$ cat config.mk
export PLATFORM = sky130hd
export DESIGN_NAME = uart16550_wb_sequencer
export DESIGN_NICKNAME = d
export VERILOG_FILES = /design/src/rtl/uart16550_wb_sequencer_pkg.sv /design/src/rtl/uart16550_wb_sequencer_seq_tx_fifo.sv /design/src/rtl/uart16550_wb_sequencer.sv
export SDC_FILE = /design/constraint.sdc
export NUM_CORES = 1
export LEC_CHECK = 0
export ABC_AREA = 1
export CORE_UTILIZATION = 57
export DETAILED_ROUTE_END_ITERATION = 6
export PLACE_DENSITY = 0.9
export SYNTH_ARGS = -nofsm -noshare
export SYNTH_HDL_FRONTEND = slang
export SYNTH_SLANG_ARGS = --single-unit
$ cat constraint.sdc
create_clock -name WBs_CLK_i -period 2.4 [get_ports WBs_CLK_i]
set_input_delay 0.36 -clock WBs_CLK_i [delete_from_list [all_inputs] [get_ports WBs_CLK_i]]
set_output_delay 0.36 -clock WBs_CLK_i [all_outputs]
set_load 0.01 [all_outputs]
$ cat src/rtl/uart16550_wb_sequencer_pkg.sv
// Shared definitions for the UART 16550 Wishbone sequencer.
// Contents:
//   - UART register word addresses as seen on the 4-bit Wishbone address
//   - position of the THRE flag inside LSR
//   - the DLAB bit of LCR
//   - the sequencer FSM state enum and a helper that tells which states
//     own a bus access
package uart16550_wb_sequencer_pkg;

  localparam logic [3:0] ADR_THR = 4'd0;
  localparam logic [3:0] ADR_DLL = 4'd0;
  localparam logic [3:0] ADR_DLM = 4'd1;
  localparam logic [3:0] ADR_FCR = 4'd2;
  localparam logic [3:0] ADR_LCR = 4'd3;
  localparam logic [3:0] ADR_LSR = 4'd5;

  localparam int LSR_THRE_BIT = 5;

  localparam logic [7:0] LCR_DLAB = 8'h80;

  typedef enum logic [3:0] {
    ST_IDLE,
    ST_LCR_DLAB,
    ST_DLL,
    ST_DLM,
    ST_LCR,
    ST_FCR,
    ST_READY,
    ST_POLL,
    ST_WRITE,
    ST_ERROR
  } seq_state_e;

  // True for every state that performs exactly one Wishbone access
  // per visit (configuration writes, LSR poll and THR write).
  function automatic logic is_bus_state(seq_state_e s);
    return (s != ST_IDLE) && (s != ST_READY) && (s != ST_ERROR);
  endfunction

endpackage

$ cat src/rtl/uart16550_wb_sequencer_seq_tx_fifo.sv
// Synchronous single-clock byte FIFO feeding the THR writer.
// Ports:
//   clk, rst     clock, asynchronous active-high reset (empties the FIFO)
//   push, din    write a byte; ignored while full
//   pop, dout    dout shows the head; pop removes it; ignored while empty
//   full, empty  occupancy flags
//   count        number of stored bytes (FIFO_ADDR_W+1 bits)
module seq_tx_fifo #(
  parameter int FIFO_ADDR_W = 3
) (
  input  logic                   clk,
  input  logic                   rst,
  input  logic                   push,
  input  logic                   pop,
  input  logic [7:0]             din,
  output logic [7:0]             dout,
  output logic                   full,
  output logic                   empty,
  output logic [FIFO_ADDR_W:0]   count
);

  localparam int DEPTH = 1 << FIFO_ADDR_W;

  logic [7:0]             mem [DEPTH];
  logic [FIFO_ADDR_W-1:0] wr_ptr;
  logic [FIFO_ADDR_W-1:0] rd_ptr;
  logic                   push_ok;
  logic                   pop_ok;

  assign full    = (count == (FIFO_ADDR_W + 1)'(DEPTH));
  assign empty   = (count == '0);
  assign push_ok = push && !full;
  assign pop_ok  = pop && !empty;
  assign dout    = mem[rd_ptr];

  // Storage has no reset; emptiness is defined purely by the count.
  always_ff @(posedge clk) begin
    if (push_ok) begin
      mem[wr_ptr] <= din;
    end
  end

  // Pointers wrap naturally at the power-of-two depth. A simultaneous
  // push and pop leaves the count unchanged.
  always_ff @(posedge clk or posedge rst) begin
    if (rst) begin
      wr_ptr <= '0;
      rd_ptr <= '0;
      count  <= '0;
    end else begin
      if (push_ok) begin
        wr_ptr <= wr_ptr + 1'b1;
      end
      if (pop_ok) begin
        rd_ptr <= rd_ptr + 1'b1;
      end
      case ({push_ok, pop_ok})
        2'b10:   count <= count + 1'b1;
        2'b01:   count <= count - 1'b1;
        default: count <= count;
      endcase
    end
  end

endmodule

$ cat src/rtl/uart16550_wb_sequencer.sv
// Wishbone master that configures a UART 16550 and then streams bytes
// from an internal FIFO into THR, polling LSR.THRE between bursts.
// Ports:
//   WBs_CLK_i, WBs_RST_i    clock, asynchronous active-high reset
//   Start_i, Clear_Err_i    control pulses
//   Tx_Data_i, Tx_Push_i    byte producer interface
//   Tx_Full_o               FIFO full
//   Init_Done_o             configuration finished (READY/POLL/WRITE)
//   Busy_o                  sequencing or bytes still queued
//   Timeout_Err_o           sticky ACK timeout flag
//   WBm_*                   Wishbone master towards the UART
module uart16550_wb_sequencer
  import uart16550_wb_sequencer_pkg::*;
#(
  parameter logic [15:0] DIVISOR     = 16'd6,
  parameter logic [7:0]  LCR_VALUE   = 8'h03,
  parameter logic [7:0]  FCR_VALUE   = 8'h07,
  parameter int          FIFO_ADDR_W = 3,
  parameter int          TX_BURST    = 16,
  parameter logic [7:0]  ACK_TIMEOUT = 8'd255
) (
  input  logic        WBs_CLK_i,
  input  logic        WBs_RST_i,
  input  logic        Start_i,
  input  logic        Clear_Err_i,
  input  logic [7:0]  Tx_Data_i,
  input  logic        Tx_Push_i,
  output logic        Tx_Full_o,
  output logic        Init_Done_o,
  output logic        Busy_o,
  output logic        Timeout_Err_o,
  output logic [3:0]  WBm_ADR_o,
  output logic        WBm_CYC_o,
  output logic        WBm_STB_o,
  output logic        WBm_WE_o,
  output logic [7:0]  WBm_DAT_o,
  input  logic [15:0] WBm_DAT_i,
  input  logic        WBm_ACK_i
);

  localparam int BURST_W = $clog2(TX_BURST + 1);

  seq_state_e           state_q, state_n;
  logic                 cyc_q, cyc_n;
  logic [3:0]           adr_q, adr_n;
  logic                 we_q, we_n;
  logic [7:0]           dat_q, dat_n;
  logic                 err_q, err_n;
  logic [7:0]           tmo_q, tmo_n;
  logic [BURST_W-1:0]   burst_q, burst_n;
  logic [BURST_W-1:0]   burst_inc;

  logic [3:0]           req_adr;
  logic                 req_we;
  logic [7:0]           req_dat;

  logic                 fifo_pop;
  logic [7:0]           fifo_dout;
  logic                 fifo_full;
  logic                 fifo_empty;
  logic [FIFO_ADDR_W:0] fifo_count;
  logic                 last_byte;
  logic                 thre;
  logic                 unused_dat;

  seq_tx_fifo #(
    .FIFO_ADDR_W (FIFO_ADDR_W)
  ) u_fifo (
    .clk   (WBs_CLK_i),
    .rst   (WBs_RST_i),
    .push  (Tx_Push_i),
    .pop   (fifo_pop),
    .din   (Tx_Data_i),
    .dout  (fifo_dout),
    .full  (fifo_full),
    .empty (fifo_empty),
    .count (fifo_count)
  );

  // The byte being popped is the last one unless a push lands in the
  // same cycle (a push at count 1 is never blocked by full).
  assign last_byte  = (fifo_count == (FIFO_ADDR_W + 1)'(1)) && !Tx_Push_i;
  assign thre       = WBm_DAT_i[LSR_THRE_BIT];
  assign burst_inc  = burst_q + BURST_W'(1);
  assign unused_dat = ^{WBm_DAT_i[15:LSR_THRE_BIT+1], WBm_DAT_i[LSR_THRE_BIT-1:0]};

  assign WBm_CYC_o     = cyc_q;
  assign WBm_STB_o     = cyc_q;
  assign WBm_ADR_o     = adr_q;
  assign WBm_WE_o      = we_q;
  assign WBm_DAT_o     = dat_q;
  assign Timeout_Err_o = err_q;
  assign Tx_Full_o     = fifo_full;
  assign Init_Done_o   = (state_q == ST_READY) || (state_q == ST_POLL) || (state_q == ST_WRITE);
  assign Busy_o        = ((state_q != ST_IDLE) && (state_q != ST_READY)) || !fifo_empty;

  // Address / direction / data that each bus-owning state presents.
  always_comb begin
    req_adr = '0;
    req_we  = 1'b0;
    req_dat = '0;
    case (state_q)
      ST_LCR_DLAB: begin req_adr = ADR_LCR; req_we = 1'b1; req_dat = LCR_DLAB | LCR_VALUE; end
      ST_DLL:      begin req_adr = ADR_DLL; req_we = 1'b1; req_dat = DIVISOR[7:0]; end
      ST_DLM:      begin req_adr = ADR_DLM; req_we = 1'b1; req_dat = DIVISOR[15:8]; end
      ST_LCR:      begin req_adr = ADR_LCR; req_we = 1'b1; req_dat = LCR_VALUE & ~LCR_DLAB; end
      ST_FCR:      begin req_adr = ADR_FCR; req_we = 1'b1; req_dat = FCR_VALUE; end
      ST_POLL:     begin req_adr = ADR_LSR; req_we = 1'b0; req_dat = '0; end
      ST_WRITE:    begin req_adr = ADR_THR; req_we = 1'b1; req_dat = fifo_dout; end
      default:     begin req_adr = '0; req_we = 1'b0; req_dat = '0; end
    endcase
  end

  // Next-state logic. A bus state spends one cycle with CYC low (the
  // idle gap), raises CYC on that cycle's edge, then holds it until ACK
  // or timeout; the state only changes on the edge that drops CYC, so
  // consecutive accesses are always separated by an idle cycle.
  always_comb begin
    state_n  = state_q;
    cyc_n    = cyc_q;
    adr_n    = adr_q;
    we_n     = we_q;
    dat_n    = dat_q;
    err_n    = err_q;
    tmo_n    = tmo_q;
    burst_n  = burst_q;
    fifo_pop = 1'b0;

    if (is_bus_state(state_q)) begin
      if (!cyc_q) begin
        cyc_n = 1'b1;
        adr_n = req_adr;
        we_n  = req_we;
        dat_n = req_dat;
        tmo_n = '0;
      end else if (WBm_ACK_i) begin
        cyc_n = 1'b0;
        adr_n = '0;
        we_n  = 1'b0;
        dat_n = '0;
        tmo_n = '0;
        case (state_q)
          ST_LCR_DLAB: state_n = ST_DLL;
          ST_DLL:      state_n = ST_DLM;
          ST_DLM:      state_n = ST_LCR;
          ST_LCR:      state_n = ST_FCR;
          ST_FCR:      state_n = ST_READY;
          ST_POLL: begin
            if (thre) begin
              state_n = ST_WRITE;
              burst_n = '0;
            end
          end
          ST_WRITE: begin
            fifo_pop = 1'b1;
            burst_n  = burst_inc;
            if (last_byte) begin
              state_n = ST_READY;
            end else if (burst_inc == BURST_W'(TX_BURST)) begin
              state_n = ST_POLL;
            end
          end
          default: state_n = state_q;
        endcase
      end else if (tmo_q == ACK_TIMEOUT - 8'd1) begin
        cyc_n   = 1'b0;
        adr_n   = '0;
        we_n    = 1'b0;
        dat_n   = '0;
        tmo_n   = '0;
        err_n   = 1'b1;
        state_n = ST_ERROR;
      end else begin
        tmo_n = tmo_q + 8'd1;
      end
    end else begin
      case (state_q)
        ST_IDLE: begin
          if (Start_i) state_n = ST_LCR_DLAB;
        end
        ST_READY: begin
          if (!fifo_empty) state_n = ST_POLL;
        end
        ST_ERROR: begin
          if (Clear_Err_i) begin
            err_n   = 1'b0;
            state_n = ST_IDLE;
          end else if (Start_i) begin
            state_n = ST_LCR_DLAB;
          end
        end
        default: state_n = ST_IDLE;
      endcase
    end
  end

  // State and registered bus outputs; reset drops CYC/STB immediately.
  always_ff @(posedge WBs_CLK_i or posedge WBs_RST_i) begin
    if (WBs_RST_i) begin
      state_q <= ST_IDLE;
      cyc_q   <= 1'b0;
      adr_q   <= '0;
      we_q    <= 1'b0;
      dat_q   <= '0;
      err_q   <= 1'b0;
      tmo_q   <= '0;
      burst_q <= '0;
    end else begin
      state_q <= state_n;
      cyc_q   <= cyc_n;
      adr_q   <= adr_n;
      we_q    <= we_n;
      dat_q   <= dat_n;
      err_q   <= err_n;
      tmo_q   <= tmo_n;
      burst_q <= burst_n;
    end
  end

endmodule

Word level (Yosys, flattened, before mapping) --
Memory sizes are Yosys's and may differ from the RTL's. Cells that the tools add are included. Widths: inputs -> output; s select.
Storage, ports and cells: bits in read-only memories 0, bits of input ports 30, memories kept 1, output and inout bits 19, register bits after elaboration 42, word-level logic and storage cells 114, memory bits (writable) 64, latch bits 0
Cells by class: shift-type cells 0, multiply operators 0, equality and inequality tests 27, $lt $le $gt $ge 0, $add $sub $neg 6, div/mod/pow operators 0, multiplexer cells 45, reductions and logical operators 24, bitwise operators 0
Memory list:
- u_fifo.mem | depth 8, bits a word 8, rd ports 1, clocked after Yosys merged registers in 0, write ports 1, RTL line uart16550_wb_sequencer_seq_tx_fifo.sv:24 | logic [7:0] mem [DEPTH];
Operator list (number):
- $mux 4 | 13
- $mux 8 | 6
- $pmux 8 s5 | 1
- $pmux 4 s7 | 1
- $mux 1 | 19
- $eq 4x3->1 const B | 4
- $eq 4x4->1 const B | 3
- $pmux 3 s4 | 1
- $pmux 4 s3 | 1
- $pmux 5 s2 | 1
- $reduce_and 5->1 | 2
- $ne 3x2->1 const B | 3
- $ne 9x4->1 const B | 1
- $add 8x1->8 const B | 1
- $eq 4x1->1 const B | 2
- $eq 4x2->1 const B | 2
- $eq 8x8->1 const B | 1
- $logic_not 4->1 | 2
- $ne 4x4->1 const B | 2
- $pmux 4 s2 | 1
- $reduce_bool 2->1 | 4
- $add 3x1->3 const B | 2
- $ne 2x2->1 const B | 3
- $reduce_and 6->1 | 1
- other kinds (17) | 25

Logic depth before layout (Yosys ltp) --
word-level depth 8, depth in mapped cells 12, depth with buffers taken out 12

By module --
From an unflattened synthesis, not the netlist that was laid out.
Second synthesis, totals: cells, all modules 607, area total of the unflattened synthesis 5286.3 sq um
By module, submodules not included:
- seq_tx_fifo | seq. area each 2172.1 sq um, instances 1, area each 3405.8 sq um, cells each 358
- uart16550_wb_sequencer | seq. area each 775.7 sq um, instances 1, area each 1880.6 sq um, cells each 249

Worst setup path after synthesis --
Ideal clock, no wire load.
kind reg2reg, start register u_fifo.count[0], end memory u_fifo.mem[4][0] (enable), buffers on the path 0, data required time 2.030 ns, setup slack 0.224 ns, clock period less this slack 2.176 ns, cell stages (with the launch flop) 9, setup time 0.370 ns, data arrival time 1.806 ns, path through dfrtp_1 -> inv_1 -> ha_1 -> nand2_1 -> nor2_1 -> nor2_1 -> inv_1 -> or2_2 -> nor2_1
On the way: word-level cells in the longest chain between the ends 5
Ends and longest elaborated chain:
- from (decl) | RTL line uart16550_wb_sequencer_seq_tx_fifo.sv:19 | output logic [FIFO_ADDR_W:0] count
- from (signal assigned) | RTL line uart16550_wb_sequencer_seq_tx_fifo.sv:58 | 2'b10: count <= count + 1'b1;
- from (signal assigned) | RTL line uart16550_wb_sequencer_seq_tx_fifo.sv:59 | 2'b01: count <= count - 1'b1;
- from (signal assigned) | RTL line uart16550_wb_sequencer_seq_tx_fifo.sv:60 | default: count <= count;
- $eq 4x4->1 | RTL line uart16550_wb_sequencer_seq_tx_fifo.sv:30 | assign full = (count == (FIFO_ADDR_W + 1)'(DEPTH));
- net Tx_Full_o | RTL line uart16550_wb_sequencer.sv:28 | output logic Tx_Full_o,
- $logic_not 1->1 | RTL line uart16550_wb_sequencer_seq_tx_fifo.sv:32 | assign push_ok = push && !full;
- $logic_and 1x1->1 | RTL line uart16550_wb_sequencer_seq_tx_fifo.sv:32
- $mux 1 | RTL line uart16550_wb_sequencer_seq_tx_fifo.sv:38 | if (push_ok) begin
- $mux 1 (not written as such) | RTL line uart16550_wb_sequencer_seq_tx_fifo.sv:39 | mem[wr_ptr] <= din;
- to (decl) | RTL line uart16550_wb_sequencer_seq_tx_fifo.sv:24
The timed path passes the listed nets, and every way through them passes these cells.

Worst setup path after layout --
start register u_fifo.count[0], end output Tx_Full_o
On the way: word-level cells in the longest chain between the ends 1
Ends and longest elaborated chain (RTL line):
- $eq 4x4->1 | uart16550_wb_sequencer_seq_tx_fifo.sv:30
- to (decl) | uart16550_wb_sequencer.sv:28
Every way passes these cells.

==> impl_results.md <==
* Setup crit end kind: output port
* Post-DP HPWL at 7.22 mm
* Worst reg2reg path depth at 9
* Share of post-route cells with drive strength above 1 at 0.123
* Die footprint at 9120 um^2
* Gate count of the mapped netlist at 515
* Vias at 3,779
* Crit path max fanout at 4
* CP startpoint: u_fifo.count[0]
* Critical Setup Path Class: register to output port
* Final ANT Viol Nets at 0
* Fin area at 5740 um^2
* Net Count, Synth at 555
* Global Route Usage Sum at 0.256
* Placed instance area at 5510 um^2
* Yosys cell types at 41
* Mapped Area at 4980 um^2
* Hold WC Path Type: primary input to async pin
* Final #Nets at 604
* Remaining DRCs at 0
* Area contributors post-synth: edfxtp_1 39%, dfrtp_1 21%, nand2_1 9.3%
* Worst Path Required at 2.04 ns
* Yosys warnings at 0
* Worst slew pin tran at 0.860 ns
* Final setup fails at 0
* Final Hold Viols at 0
* Static Leakage at 2.43 nW
* Final slew viol count at 0
* First-pass DRT Iterations at 5
* Post-synth ARST share at 0.390
* CTS tree: built
* Vias/cell at 5.61
* Max-cap violations at 0
* Status: finished clean
* Final GP Congestion at 0.956
* Post-synthesis area per instance at 9.67 um^2
* Clock sinks at 105
* Final worst clock skew at 0.0176 ns
* Seq/Total Area, Yosys at 0.592
* Post-synth top area share at 0.386
* Largest net degree at the start of global routing at 42
* Crit start category: register
* Crit path to: Tx_Full_o
* Remaining Overflow, GRT at 0
* Peak VDD IR at 0.713 mV
* Commonest non-fill, non-tap cell in the layout: nand2_1
* CTS Hold Bufs at 0
* Initial antenna violation count at 0
* Area Overhead vs Synth at 15.1%
* Reg clk slew, reported paths at 0.11 ns
* Normalized max-slew margin at 0.426
* Worst R2R End: u_fifo.mem[4][0]
* Initial Utilization at 0.597
* Overall routed net length at 10.4 mm
* CORE AREA at 8340 um^2
* Pwr Density at 1140 nW/um^2
* Vias in the first global route at 3,791
* Die W at 95.5 um
* Iter 0 DRT Violations at 204
* Fmax at 445 MHz
* Root Buffer Master: clkbuf_8
* # diodes at 0
* Number of synthesized flops with an enable pin at 64
* H-tree depth at 3
* Fin crit share at 0.936
* Vert. Die Dim at 95.5 um
* #FFs+latches synth at 105
* CP arrival at 1.89 ns
* CTS buffer count at 9
* Synth Flop Type: edfxtp_1
* Clock period minus worst slack at 2.25 ns
* Largest area contributor in the netlist: edfxtp_1
* WL/cell at 15.5 um
* First-pass GRT wire length at 17.4 mm
* RSZ-0062 raised after global routing: false
* Num rows at 33
* FF-to-FF setup slack at 0.29 ns
* Reg2Reg Launch Point: u_fifo.count[0]
* Clk_lat worst skew at 0.37 ns
* CTS max path bufs at 2
* PortBufs at 32
* Setup TNS at 0 ns
* Most frequent cells in the layout: 124 x nand2_1, 67 x nor2_1, 64 x edfxtp_1
* I/O pins at 49
## Yosys cell counts (5+ instances only)
master / n
a21oi_1: 14
nor2_1: 70
inv_2: 5
nand2_1: 124
o21ai_0: 29
xor2_1: 6
clkbuf_1: 11
nor3_1: 6
nand3_1: 34
inv_1: 39
dfrtp_1: 41
edfxtp_1: 64
o211ai_1: 8
ha_1: 10
nand4_1: 11
## kinds of logic (layout without fill, tap and decap cells)
family                     count (synthesis)  in the layout  synth area share
and+or+nand+nor                          264            264             0.239
AOI/OAI and AO/OA                         64             64            0.0776
xor gates and xnor gates                   8              8            0.0141
other                                      1              1          0.000753
adders and majority gates                 10             10            0.0251
buffers and inverters                     62            116            0.0500
muxes                                      1              1           0.00201
DFF                                      105            105             0.592
## sequential cells by signal, summed over array words and instances, names as in the netlist
| register | flops |
|---|---|
| tmo_q | 8 |
| WBm_WE_o | 1 |
| WBm_ADR_o | 3 |
| u_fifo.wr_ptr | 3 |
| WBm_CYC_o | 1 |
| u_fifo.rd_ptr | 3 |
| WBm_DAT_o | 8 |
| burst_q | 5 |
| u_fifo.count | 4 |
| Timeout_Err_o | 1 |
| state_q | 4 |
| u_fifo.mem | 64 |
## power by group
group / internal, mW / switching, mW
clock network: 0.417 / 0.675
logic: 1.04 / 1.79
registers: 2.33 / 0.276
## cell type report
cell class              count  area [um^2]
clock inverters             7         77.6
multi-input cells         348         1790
clock buffers               9          124
inverters                  47          176
well taps                 105          131
fillers                   622         2610
flip-flops and latches    105         2950
repair buffers             53          483
## metrics by stage
stage / setup slack (ns) / utilization / hold WS [ns] / cells / power (mW)
after floorplan: 0.224 / - / 0.459 / 515 / 4.53
after global placement: 0.220 / 0.661 / 0.462 / 657 / 5.27
after detailed placement: 0.167 / 0.661 / 0.465 / 657 / 5.43
after CTS: 0.0177 / 0.685 / 0.427 / 673 / 6.51
after global routing: 0.0293 / 0.688 / 0.467 / 674 / 7.01
final: 0.154 / 0.688 / 0.412 / 674 / 6.54
## routing by layer
metal  share of wire  global-route usage
met3           0.068              0.0502
met4           0.021               0.113
met5               0                   0
met2            0.51               0.427
met1            0.40               0.324
## repair_timing
action | in CTS | in global routing
gates resized for setup | 1 | 7
setup endpoints to repair | 1 | 2
setup buffers | 0 | 1
pin swaps | 0 | 1
## worst max-delay path, cell delays in order (launching register included)
cell	delay, ns
dfrtp_1	0.44
inv_1	0.13
ha_1	0.21
nand2_1	0.07
nor2_1	0.13
clkdlybuf4s50_1	0.55
## worst min-delay path by stage
stage	from	endpoint	slack [ns]
2_1_floorplan	Tx_Data_i[0]	u_fifo.mem[0][0]	0.46
3_3_place_gp	WBm_DAT_o[2]	WBm_DAT_o[2]	0.46
3_5_place_dp	WBm_DAT_o[7]	WBm_DAT_o[7]	0.47
4_1_cts	WBs_RST_i	u_fifo.wr_ptr[2]	0.43
5_1_grt	WBs_RST_i	u_fifo.wr_ptr[2]	0.47
6_report	WBs_RST_i	u_fifo.wr_ptr[1]	0.41
No activity file was read; power rests on OpenSTA's default activity.
